## src/rtl/mem_stage_ctrl_if.sv

```systemverilog
// Data-memory bus between the memory-stage controller (master) and the data memory (slave).
// Single-beat req/ack: req is held until a one-cycle ack pulse returns read data.
interface mem_stage_ctrl_if;
  logic        dmem_req;
  logic        dmem_we;
  logic [31:0] dmem_addr;
  logic [31:0] dmem_wdata;
  logic [31:0] dmem_rdata;
  logic        dmem_ack;

  modport master (
    output dmem_req,
    output dmem_we,
    output dmem_addr,
    output dmem_wdata,
    input  dmem_rdata,
    input  dmem_ack
  );

  modport slave (
    input  dmem_req,
    input  dmem_we,
    input  dmem_addr,
    input  dmem_wdata,
    output dmem_rdata,
    output dmem_ack
  );
endinterface

```

## src/rtl/mem_stage_ctrl.sv

```systemverilog
// Memory-stage controller: runs a req/ack data-memory access, stalls upstream while it is
// outstanding, and produces the registered MEM/WB writeback signals.
module mem_stage_ctrl #(
  parameter int unsigned TIMEOUT     = 16,
  parameter logic [31:0] RESET_VALUE = 32'h0
) (
  input  logic                    clk,
  input  logic                    reset,
  input  logic [3:0]              inWrtIndex,
  input  logic                    inRegWrEn,
  input  logic [1:0]              inMulSel,
  input  logic [31:0]             inAluOut,
  input  logic [31:0]             inData2Out,
  input  logic [31:0]             inPC,
  input  logic                    inIsLoad,
  input  logic                    inIsStore,
  output logic                    memStall,
  mem_stage_ctrl_if.master        dmem,
  output logic [3:0]              wbWrtIndex,
  output logic                    wbRegWrEn,
  output logic [31:0]             wbData,
  output logic                    memErr
);

  localparam int CNT_W = $clog2(TIMEOUT + 2);
  localparam logic [CNT_W-1:0] CNT_LAST = CNT_W'((TIMEOUT == 0) ? 0 : TIMEOUT - 1);

  typedef enum logic [1:0] {S_IDLE, S_BUSY, S_DONE} state_t;

  function automatic logic [CNT_W-1:0] sat_inc(input logic [CNT_W-1:0] v);
    return (&v) ? v : v + 1'b1;
  endfunction

  function automatic logic [31:0] wb_select(input logic [1:0] sel, input logic [31:0] alu,
                                            input logic [31:0] ld, input logic [31:0] pc);
    case (sel)
      2'b00:   return alu;
      2'b01:   return ld;
      2'b10:   return pc;
      default: return 32'h0;
    endcase
  endfunction

  state_t           r_state, w_state_nxt;
  logic [CNT_W-1:0] r_cnt, w_cnt_nxt;
  logic             r_aborted, w_aborted_nxt;
  logic [31:0]      r_ld_data, w_ld_data_nxt;
  logic             r_req, w_req_nxt;
  logic             r_we, w_we_nxt;
  logic [31:0]      r_addr, w_addr_nxt;
  logic [31:0]      r_wdata, w_wdata_nxt;
  logic [3:0]       r_wb_idx, w_wb_idx_nxt;
  logic             r_wb_en, w_wb_en_nxt;
  logic [31:0]      r_wb_data, w_wb_data_nxt;
  logic             r_err, w_err_nxt;
  logic             w_access;
  logic [31:0]      w_wb_sel;

  assign w_access = inIsLoad | inIsStore;
  assign w_wb_sel = wb_select(inMulSel, inAluOut, r_ld_data, inPC);
  assign memStall = ((r_state == S_IDLE) && w_access) || (r_state == S_BUSY);

  always_comb begin
    w_state_nxt   = r_state;
    w_cnt_nxt     = r_cnt;
    w_aborted_nxt = r_aborted;
    w_ld_data_nxt = r_ld_data;
    w_req_nxt     = r_req;
    w_we_nxt      = r_we;
    w_addr_nxt    = r_addr;
    w_wdata_nxt   = r_wdata;
    w_wb_idx_nxt  = r_wb_idx;
    w_wb_en_nxt   = r_wb_en;
    w_wb_data_nxt = r_wb_data;
    w_err_nxt     = r_err;
    case (r_state)
      S_IDLE: begin
        if (w_access) begin
          // A load takes priority when both request bits are set.
          w_state_nxt   = S_BUSY;
          w_req_nxt     = 1'b1;
          w_we_nxt      = ~inIsLoad;
          w_addr_nxt    = {inAluOut[31:2], 2'b00};
          w_wdata_nxt   = inData2Out;
          w_wb_en_nxt   = 1'b0;
          w_aborted_nxt = 1'b0;
          w_cnt_nxt     = '0;
        end else begin
          w_wb_idx_nxt  = inWrtIndex;
          w_wb_en_nxt   = inRegWrEn;
          w_wb_data_nxt = w_wb_sel;
        end
      end
      S_BUSY: begin
        w_wb_en_nxt = 1'b0;
        if (dmem.dmem_ack) begin
          w_ld_data_nxt = dmem.dmem_rdata;
          w_req_nxt     = 1'b0;
          w_cnt_nxt     = '0;
          w_state_nxt   = S_DONE;
        end else if ((TIMEOUT != 0) && (r_cnt == CNT_LAST)) begin
          w_req_nxt     = 1'b0;
          w_err_nxt     = 1'b1;
          w_aborted_nxt = 1'b1;
          w_cnt_nxt     = '0;
          w_state_nxt   = S_DONE;
        end else begin
          w_cnt_nxt = sat_inc(r_cnt);
        end
      end
      S_DONE: begin
        // Stall is released here, so the held instruction retires on this edge.
        w_wb_idx_nxt  = inWrtIndex;
        w_wb_en_nxt   = r_aborted ? 1'b0 : inRegWrEn;
        w_wb_data_nxt = w_wb_sel;
        w_state_nxt   = S_IDLE;
      end
      default: w_state_nxt = S_IDLE;
    endcase
  end

  always_ff @(posedge clk) begin
    if (reset) begin
      r_state   <= S_IDLE;
      r_cnt     <= '0;
      r_aborted <= 1'b0;
      r_req     <= RESET_VALUE[0];
      r_we      <= RESET_VALUE[0];
      r_addr    <= RESET_VALUE;
      r_wdata   <= RESET_VALUE;
      r_wb_idx  <= RESET_VALUE[3:0];
      r_wb_en   <= RESET_VALUE[0];
      r_wb_data <= RESET_VALUE;
      r_err     <= RESET_VALUE[0];
    end else begin
      r_state   <= w_state_nxt;
      r_cnt     <= w_cnt_nxt;
      r_aborted <= w_aborted_nxt;
      r_req     <= w_req_nxt;
      r_we      <= w_we_nxt;
      r_addr    <= w_addr_nxt;
      r_wdata   <= w_wdata_nxt;
      r_wb_idx  <= w_wb_idx_nxt;
      r_wb_en   <= w_wb_en_nxt;
      r_wb_data <= w_wb_data_nxt;
      r_err     <= w_err_nxt;
    end
  end

  always_ff @(posedge clk) begin
    r_ld_data <= w_ld_data_nxt;
  end

  assign dmem.dmem_req   = r_req;
  assign dmem.dmem_we    = r_we;
  assign dmem.dmem_addr  = r_addr;
  assign dmem.dmem_wdata = r_wdata;
  assign wbWrtIndex      = r_wb_idx;
  assign wbRegWrEn       = r_wb_en;
  assign wbData          = r_wb_data;
  assign memErr          = r_err;

endmodule

```

## src/flat_wrapper.sv

```systemverilog
// flat-port wrapper written by rule: the top's interface ports become plain ports
module mem_stage_ctrl_flat 
#(
  parameter int unsigned TIMEOUT     = 16,
  parameter logic [31:0] RESET_VALUE = 32'h0
)
  (clk, reset, inWrtIndex, inRegWrEn, inMulSel, inAluOut, inData2Out, inPC, inIsLoad, inIsStore, memStall, wbWrtIndex, wbRegWrEn, wbData, memErr, dmem_dmem_req, dmem_dmem_we, dmem_dmem_addr, dmem_dmem_wdata, dmem_dmem_rdata, dmem_dmem_ack);
  mem_stage_ctrl_if dmem_i ();
  input  logic clk;
  input  logic reset;
  input  logic [3:0] inWrtIndex;
  input  logic inRegWrEn;
  input  logic [1:0] inMulSel;
  input  logic [31:0] inAluOut;
  input  logic [31:0] inData2Out;
  input  logic [31:0] inPC;
  input  logic inIsLoad;
  input  logic inIsStore;
  output logic memStall;
  output logic [3:0] wbWrtIndex;
  output logic wbRegWrEn;
  output logic [31:0] wbData;
  output logic memErr;
  output wire logic [$bits(dmem_i.dmem_req)-1:0] dmem_dmem_req;
  output wire logic [$bits(dmem_i.dmem_we)-1:0] dmem_dmem_we;
  output wire logic [$bits(dmem_i.dmem_addr)-1:0] dmem_dmem_addr;
  output wire logic [$bits(dmem_i.dmem_wdata)-1:0] dmem_dmem_wdata;
  input wire logic [$bits(dmem_i.dmem_rdata)-1:0] dmem_dmem_rdata;
  input wire logic [$bits(dmem_i.dmem_ack)-1:0] dmem_dmem_ack;
  assign dmem_dmem_req = dmem_i.dmem_req;
  assign dmem_dmem_we = dmem_i.dmem_we;
  assign dmem_dmem_addr = dmem_i.dmem_addr;
  assign dmem_dmem_wdata = dmem_i.dmem_wdata;
  assign dmem_i.dmem_rdata = dmem_dmem_rdata;
  assign dmem_i.dmem_ack = dmem_dmem_ack;
  mem_stage_ctrl #(.TIMEOUT(TIMEOUT), .RESET_VALUE(RESET_VALUE)) u_core (.clk(clk), .reset(reset), .inWrtIndex(inWrtIndex), .inRegWrEn(inRegWrEn), .inMulSel(inMulSel), .inAluOut(inAluOut), .inData2Out(inData2Out), .inPC(inPC), .inIsLoad(inIsLoad), .inIsStore(inIsStore), .memStall(memStall), .dmem(dmem_i), .wbWrtIndex(wbWrtIndex), .wbRegWrEn(wbRegWrEn), .wbData(wbData), .memErr(memErr));
endmodule
```

## config.mk

```make
export PLATFORM = sky130hd
export DESIGN_NAME = mem_stage_ctrl_flat
export DESIGN_NICKNAME = d
export VERILOG_FILES = /design/src/rtl/mem_stage_ctrl_if.sv /design/src/rtl/mem_stage_ctrl.sv /design/src/flat_wrapper.sv
export SDC_FILE = /design/constraint.sdc
export NUM_CORES = 1
export LEC_CHECK = 0
export ABC_AREA = 1
export CAP_MARGIN = 25
export CORE_MARGIN = 3
export CORE_UTILIZATION = 38
export DETAILED_ROUTE_END_ITERATION = 8
export GPL_TIMING_DRIVEN = 0
export PLACE_DENSITY = 0.76
export SLEW_MARGIN = 20
export SYNTH_ARGS = -nofsm -noshare
export SYNTH_HDL_FRONTEND = slang
export SYNTH_SLANG_ARGS = --single-unit
export TNS_END_PERCENT = 10
```

## constraint.sdc

```tcl
create_clock -name clk -period 1.8 [get_ports clk]
set_input_delay 0.36 -clock clk [delete_from_list [all_inputs] [get_ports clk]]
set_output_delay 0.36 -clock clk [all_outputs]
set_load 0.01 [all_outputs]
```

## Word level (Yosys, flattened, before mapping)

Index checks and enable logic that the tools add are counted.

- Flip-flop bits (word level): 142
- Input port bits: 140

- Mux-type cells: 25
- Reduce and logical (&&, ||, !) cells: 16
- Equality and inequality tests: 11
- Bitwise logic cells: 3
- Add/sub/neg operators: 1

Operators by type and width:

| operator | count |
|---|---|
| $pmux 32 s3 | 1 |
| $pmux 32 s2 | 1 |
| $mux 32 | 1 |
| $mux 5 | 4 |
| $pmux 5 s2 | 1 |
| $reduce_and 3->1 | 3 |
| $mux 1 | 8 |
| $pmux 4 s2 | 1 |
| $reduce_and 2->1 | 4 |
| $mux 2 | 3 |
| $ne 2x2->1 const B | 3 |
| $add 5x1->5 const B | 1 |
| $eq 5x4->1 const B | 1 |
| $reduce_and 5->1 | 1 |
| $eq 2x1->1 const B | 2 |
| $eq 2x2->1 const B | 2 |
| $logic_not 2->1 | 2 |
| $mux 4 | 1 |
| $ne 4x4->1 const B | 1 |
| $pmux 1 s2 | 2 |
| $pmux 2 s2 | 1 |
| $reduce_and 4->1 | 1 |
| $reduce_bool 2->1 | 2 |
| $ne 3x3->1 const B | 1 |
| other kinds (7) | 8 |

## Logic depth before layout (Yosys ltp)

- Depth in word-level cells: 5
- Mapped depth: 9
- Depth with buffers taken out: 9

## Least setup slack after synthesis

Ideal clock, no wire load.

- Path type: reg-to-reg
- Start: register u_core.r_state[1]
- End: register u_core.r_ld_data[0] (enable)
- Stages on the path, launching flop included: 5
- Setup time: 387 ps
- Clock period less this slack: 1700 ps
- Setup slack: 100 ps
- Data required time: 1413 ps
- Arrival time: 1313 ps
- Cell sequence: dfxtp_1 inv_1 ha_1 nand2_1 inv_1

- Longest elaborated chain between the ends: 2

RTL lines:

| what | RTL line | source |
|---|---|---|
| start: declaration | mem_stage_ctrl.sv:44 | `state_t r_state, w_state_nxt;` |
| start signal: assignment | mem_stage_ctrl.sv:136 | `r_state <= w_state_nxt;` |
| $eq 2x1->1 | mem_stage_ctrl.sv:76 | `case (r_state)` |
| $reduce_and 2->1 (no source line) | -- |  |
| end signal: assignment | mem_stage_ctrl.sv:151 | `r_ld_data <= w_ld_data_nxt;` |
| end: declaration | mem_stage_ctrl.sv:47 | `logic [31:0] r_ld_data, w_ld_data_nxt;` |

Every way passes these cells.
A chain may end at the register's enable or synchronous reset.

## Worst setup path after layout

- Start: register u_core.r_state[1]
- End: output port memStall

- Longest elaborated chain between the ends: 3

RTL lines:

| what | RTL line | source |
|---|---|---|
| $logic_not 2->1 | mem_stage_ctrl.sv:61 | `assign memStall = ((r_state == S_IDLE) && w_access) \|\| (r_state == S_BUSY);` |
| $logic_and 1x1->1 | mem_stage_ctrl.sv:61 |  |
| $logic_or 1x1->1 * | mem_stage_ctrl.sv:61 |  |
| end: declaration | flat_wrapper.sv:19 | `output logic memStall;` |

Mark *: on every way between the ends. The rest lies on a longest branch, timed or not.

==> run_results.csv <==
group,metric,value,unit
timing,slew_headroom,51.6,%
place,place_area,0.00828,mm2
timing,tightest_slew,0.726,ns
yosys,synth_area_per_cell,7.99,um2
yosys,synthesis.instances,705,
yosys,synth_fa_ha_area_share,1.11,%
layout,nNetsFinal,1115,
global_route,grt_pass1_vias,5423,
clock_network,hold_buffers,0,
pwr,fin_total_pwr,8.93,mW
timing,hold_viol_final,0,
timing,fin_skew,0.00522,ns
critical_path,path_buf_inv,3,
clock_network,htree_levels,4,
global_route,grt_pass1_wl,28100,um
yosys,synth.area.top_cells,"dfxtp_1 39%, edfxtp_1 17%, nand2_1 13%, nor2_1 9.4%, o21ai_0 6.0%",
timing,fin_crit,1.74,ns
global_route,grt_overflow,0,
yosys,synth-xor-area-share,0,%
floorplanning,core,0.0142,mm2
route,drt_wl_total,18100,um
layout,final_area,0.00884,mm2
timing,period_share,96.8,%
floorplanning,die_width,128,um
route,drcViolationCount,0,
timing,slew_viol_final,0,
yosys,synth_compound_area_share,9.76,%
clock_network,cts-buffers-inserted,17,
min_path,hold_class,"register to register",
critical_path,critPathLaunchType,"register",
yosys,yosysTopAreaCellShare,39.1,%
layout,finalNonFillerCells,1163,
critical_path,cp_slowest_cell,"dfxtp_4",
clock_network,worstSkewPairLatency,0.41,ns
place,dp_hpwl,13300,um
clock_network,clkTransAtPathRegs,0.06,ns
global_route,track_usage,22.3,%
floorplanning,dieArea,0.0163,mm2
clock_network,cts_root_buf,"clkbuf_16",
place,gp_congestion,0.824,
clock_network,cts_max_path_buffers,2,
yosys,synth_area_leader_cell,"dfxtp_1",
clock_network,cts_tree,"built",
yosys,ys.flop_type,"dfxtp_1",
yosys,synth.mux.area_fraction,0,%
global_route,grt_max_degree,33,
timing,setup_viol,0,
clock_network,cts.sinks,142,
floorplanning,die_h,128,um
critical_path,cp.required,1.44,ns
yosys,synth_top_family_by_area,"simple AND/OR/NAND/NOR gates",
yosys,synth-edff-count,32,
layout,n_antenna_cell,0,
pwr,vdd_drop_max,0.648,mV
place,port_buffers,242,
floorplanning,fp-row-count,43,
critical_path,cp_max_fo,3,
route,drt_iter0_markers,345,
yosys,async_flop_share,0,%
critical_path,crit_family,"flip-flops",
place,place_ws,-0.508,ns
yosys,yosysWarnings,0,
route,vias_per_cell,4.80,
yosys,synthSimpleGateAreaFrac,27.2,%
layout,layout-drive-gt1-share,7.22,%
layout,finish.utilization,62.3,%
timing,rsz0062_at_grt,"false",
yosys,ys_ff_latch,142,
pwr,power_density,1010,mW/mm2
critical_path,cpPeakStageDelay,0.36,ns
yosys,ys_types,25,
route,drt_first_pass_iters,5,
timing,layout_setup_ws,0.0584,ns
layout,area_delta_synth_final,57.1,%
floorplanning,io_pins,245,
outcome,status,"complete, no violations",
floorplanning,initial_core_util,39.6,%
critical_path,cp-end-kind,"output port",
pwr,p_leak,3.52,nW
job,maxCapViolCount,0,
route,ant_nets,0,
yosys,syn-cell-area,0.00563,mm2
place,dp_cells,1128,
global_route,antenna_found_initial,0,
critical_path,criticalPathCategory,"register to output port",
route,wl_per_cell,15.6,um
timing,max_freq,574,MHz
yosys,yosysSeqAreaShare,56.2,%
critical_path,critPathArrivalTime,1.38,ns
route,num_vias,5583,
critical_path,path_cells,"inv_4 -> ha_4 -> o21ai_2 -> buf_4 -> nand2_1 -> buf_6",
## worst reg2reg max path: cells and delay by family, from the launching register on
family          cells  cell delay [ns]
compound gates      2             0.23
fa+ha+maj           1             0.17
buf+inv             3             0.69
flops               1             0.36
simple gates        1             0.14
## stage by stage
stage          hold WS [ns]  setup TNS, ns
6_report              0.461              0
5_1_grt               0.481              0
4_1_cts               0.458              0
3_5_place_dp          0.449         -15.59
3_3_place_gp          0.447         -28.65
2_1_floorplan         0.430              0
## timing repair
| action | 4_1_cts | 5_1_grt |
|---|---|---|
| setup endpoints to repair | 3 | 18 |
| resized for setup | 16 | 6 |
| setup buffers | 2 | 1 |
| gates cloned | 0 | 0 |
## flip-flops by register name, indices dropped and copies added, names as in the netlist
signal                  count
u_core.dmem.dmem_addr      30
u_core.dmem.dmem_req        1
u_core.dmem.dmem_wdata     32
u_core.dmem.dmem_we         1
u_core.memErr               1
u_core.r_aborted            1
u_core.r_cnt                5
u_core.r_ld_data           32
u_core.r_state              2
u_core.wbData              32
u_core.wbRegWrEn            1
u_core.wbWrtIndex           4
## layout make-up
type / instances / area, um2
buffer: 42 / 243
clock buffer: 23 / 448
clock inverter: 9 / 46.3
fill: 1285 / 5360
inverter: 22 / 87.6
multi-input combinational: 500 / 2180
sequential: 142 / 3170
tap: 180 / 225
timing repair buffer: 245 / 2450
## synthesized netlist by cell type, types with 2 or more instances
cell / count
a21oi_1: 38
buf_2: 8
buf_4: 15
buf_6: 2
clkbuf_1: 16
dfxtp_1: 110
edfxtp_1: 32
ha_1: 5
inv_1: 17
inv_2: 4
nand2_1: 193
nand2_2: 2
nand3_1: 39
nand3b_1: 2
nand4_1: 4
nor2_1: 141
nor2_4: 2
o21ai_0: 67
o21ai_1: 2
## metal layers
metal  global-route usage (%)  wire [um]
met4                     9.11        551
met5                        0          0
met2                     37.4       8820
met3                     5.58       1170
met1                     27.3       7590
## cells by family (layout without fill, tap and decap cells)
group	count (synthesis)	count (layout)
AOI/OAI and AO/OA	109	109
other	1	2
buffers and inverters	64	341
adders and majority gates	5	5
DFF	142	142
and+or+nand+nor	384	384
## worst paths after layout
kind	start	end	slack [ns]	cells past startpoint
setup / recovery	u_core.r_state[1]$_SDFFE_PP0P_	memStall	0.06	6
hold / removal	u_core.wbData[17]$_SDFFE_PP0P_	u_core.wbData[17]$_SDFFE_PP0P_	0.46	2
hold reg to reg	u_core.wbData[17]$_SDFFE_PP0P_	u_core.wbData[17]$_SDFFE_PP0P_	0.46	2
setup reg to reg	u_core.r_state[1]$_SDFFE_PP0P_	u_core.dmem.dmem_addr[18]$_SDFFE_PP0P_	0.14	7
## cells in the final DEF (no fill, tap or decap), types with 3 or more instances in the layout
cell type        Yosys  routed
ha_1                 5       3
clkdlybuf4s50_1      0     241
a21oi_1             38      38
clkbuf_1            16      21
buf_2                8       8
clkinv_2             0       4
buf_4               15      19
nand3_1             39      39
buf_6                2       3
nand4_1              4       4
edfxtp_1            32      32
nand2_1            193     193
clkbuf_16            0      17
inv_1               17      13
clkinv_1             1       4
inv_2                4       6
o21ai_0             67      67
dfxtp_1            110     108
nor2_1             141     141
## where the power goes
part	total [mW]	internal, mW	switching, mW
clock	3.00	1.73	1.27
combinational	2.15	1.10	1.06
sequential	3.77	3.61	0.164
total	8.93	6.44	2.49
Power figures use the tool's default switching activity.
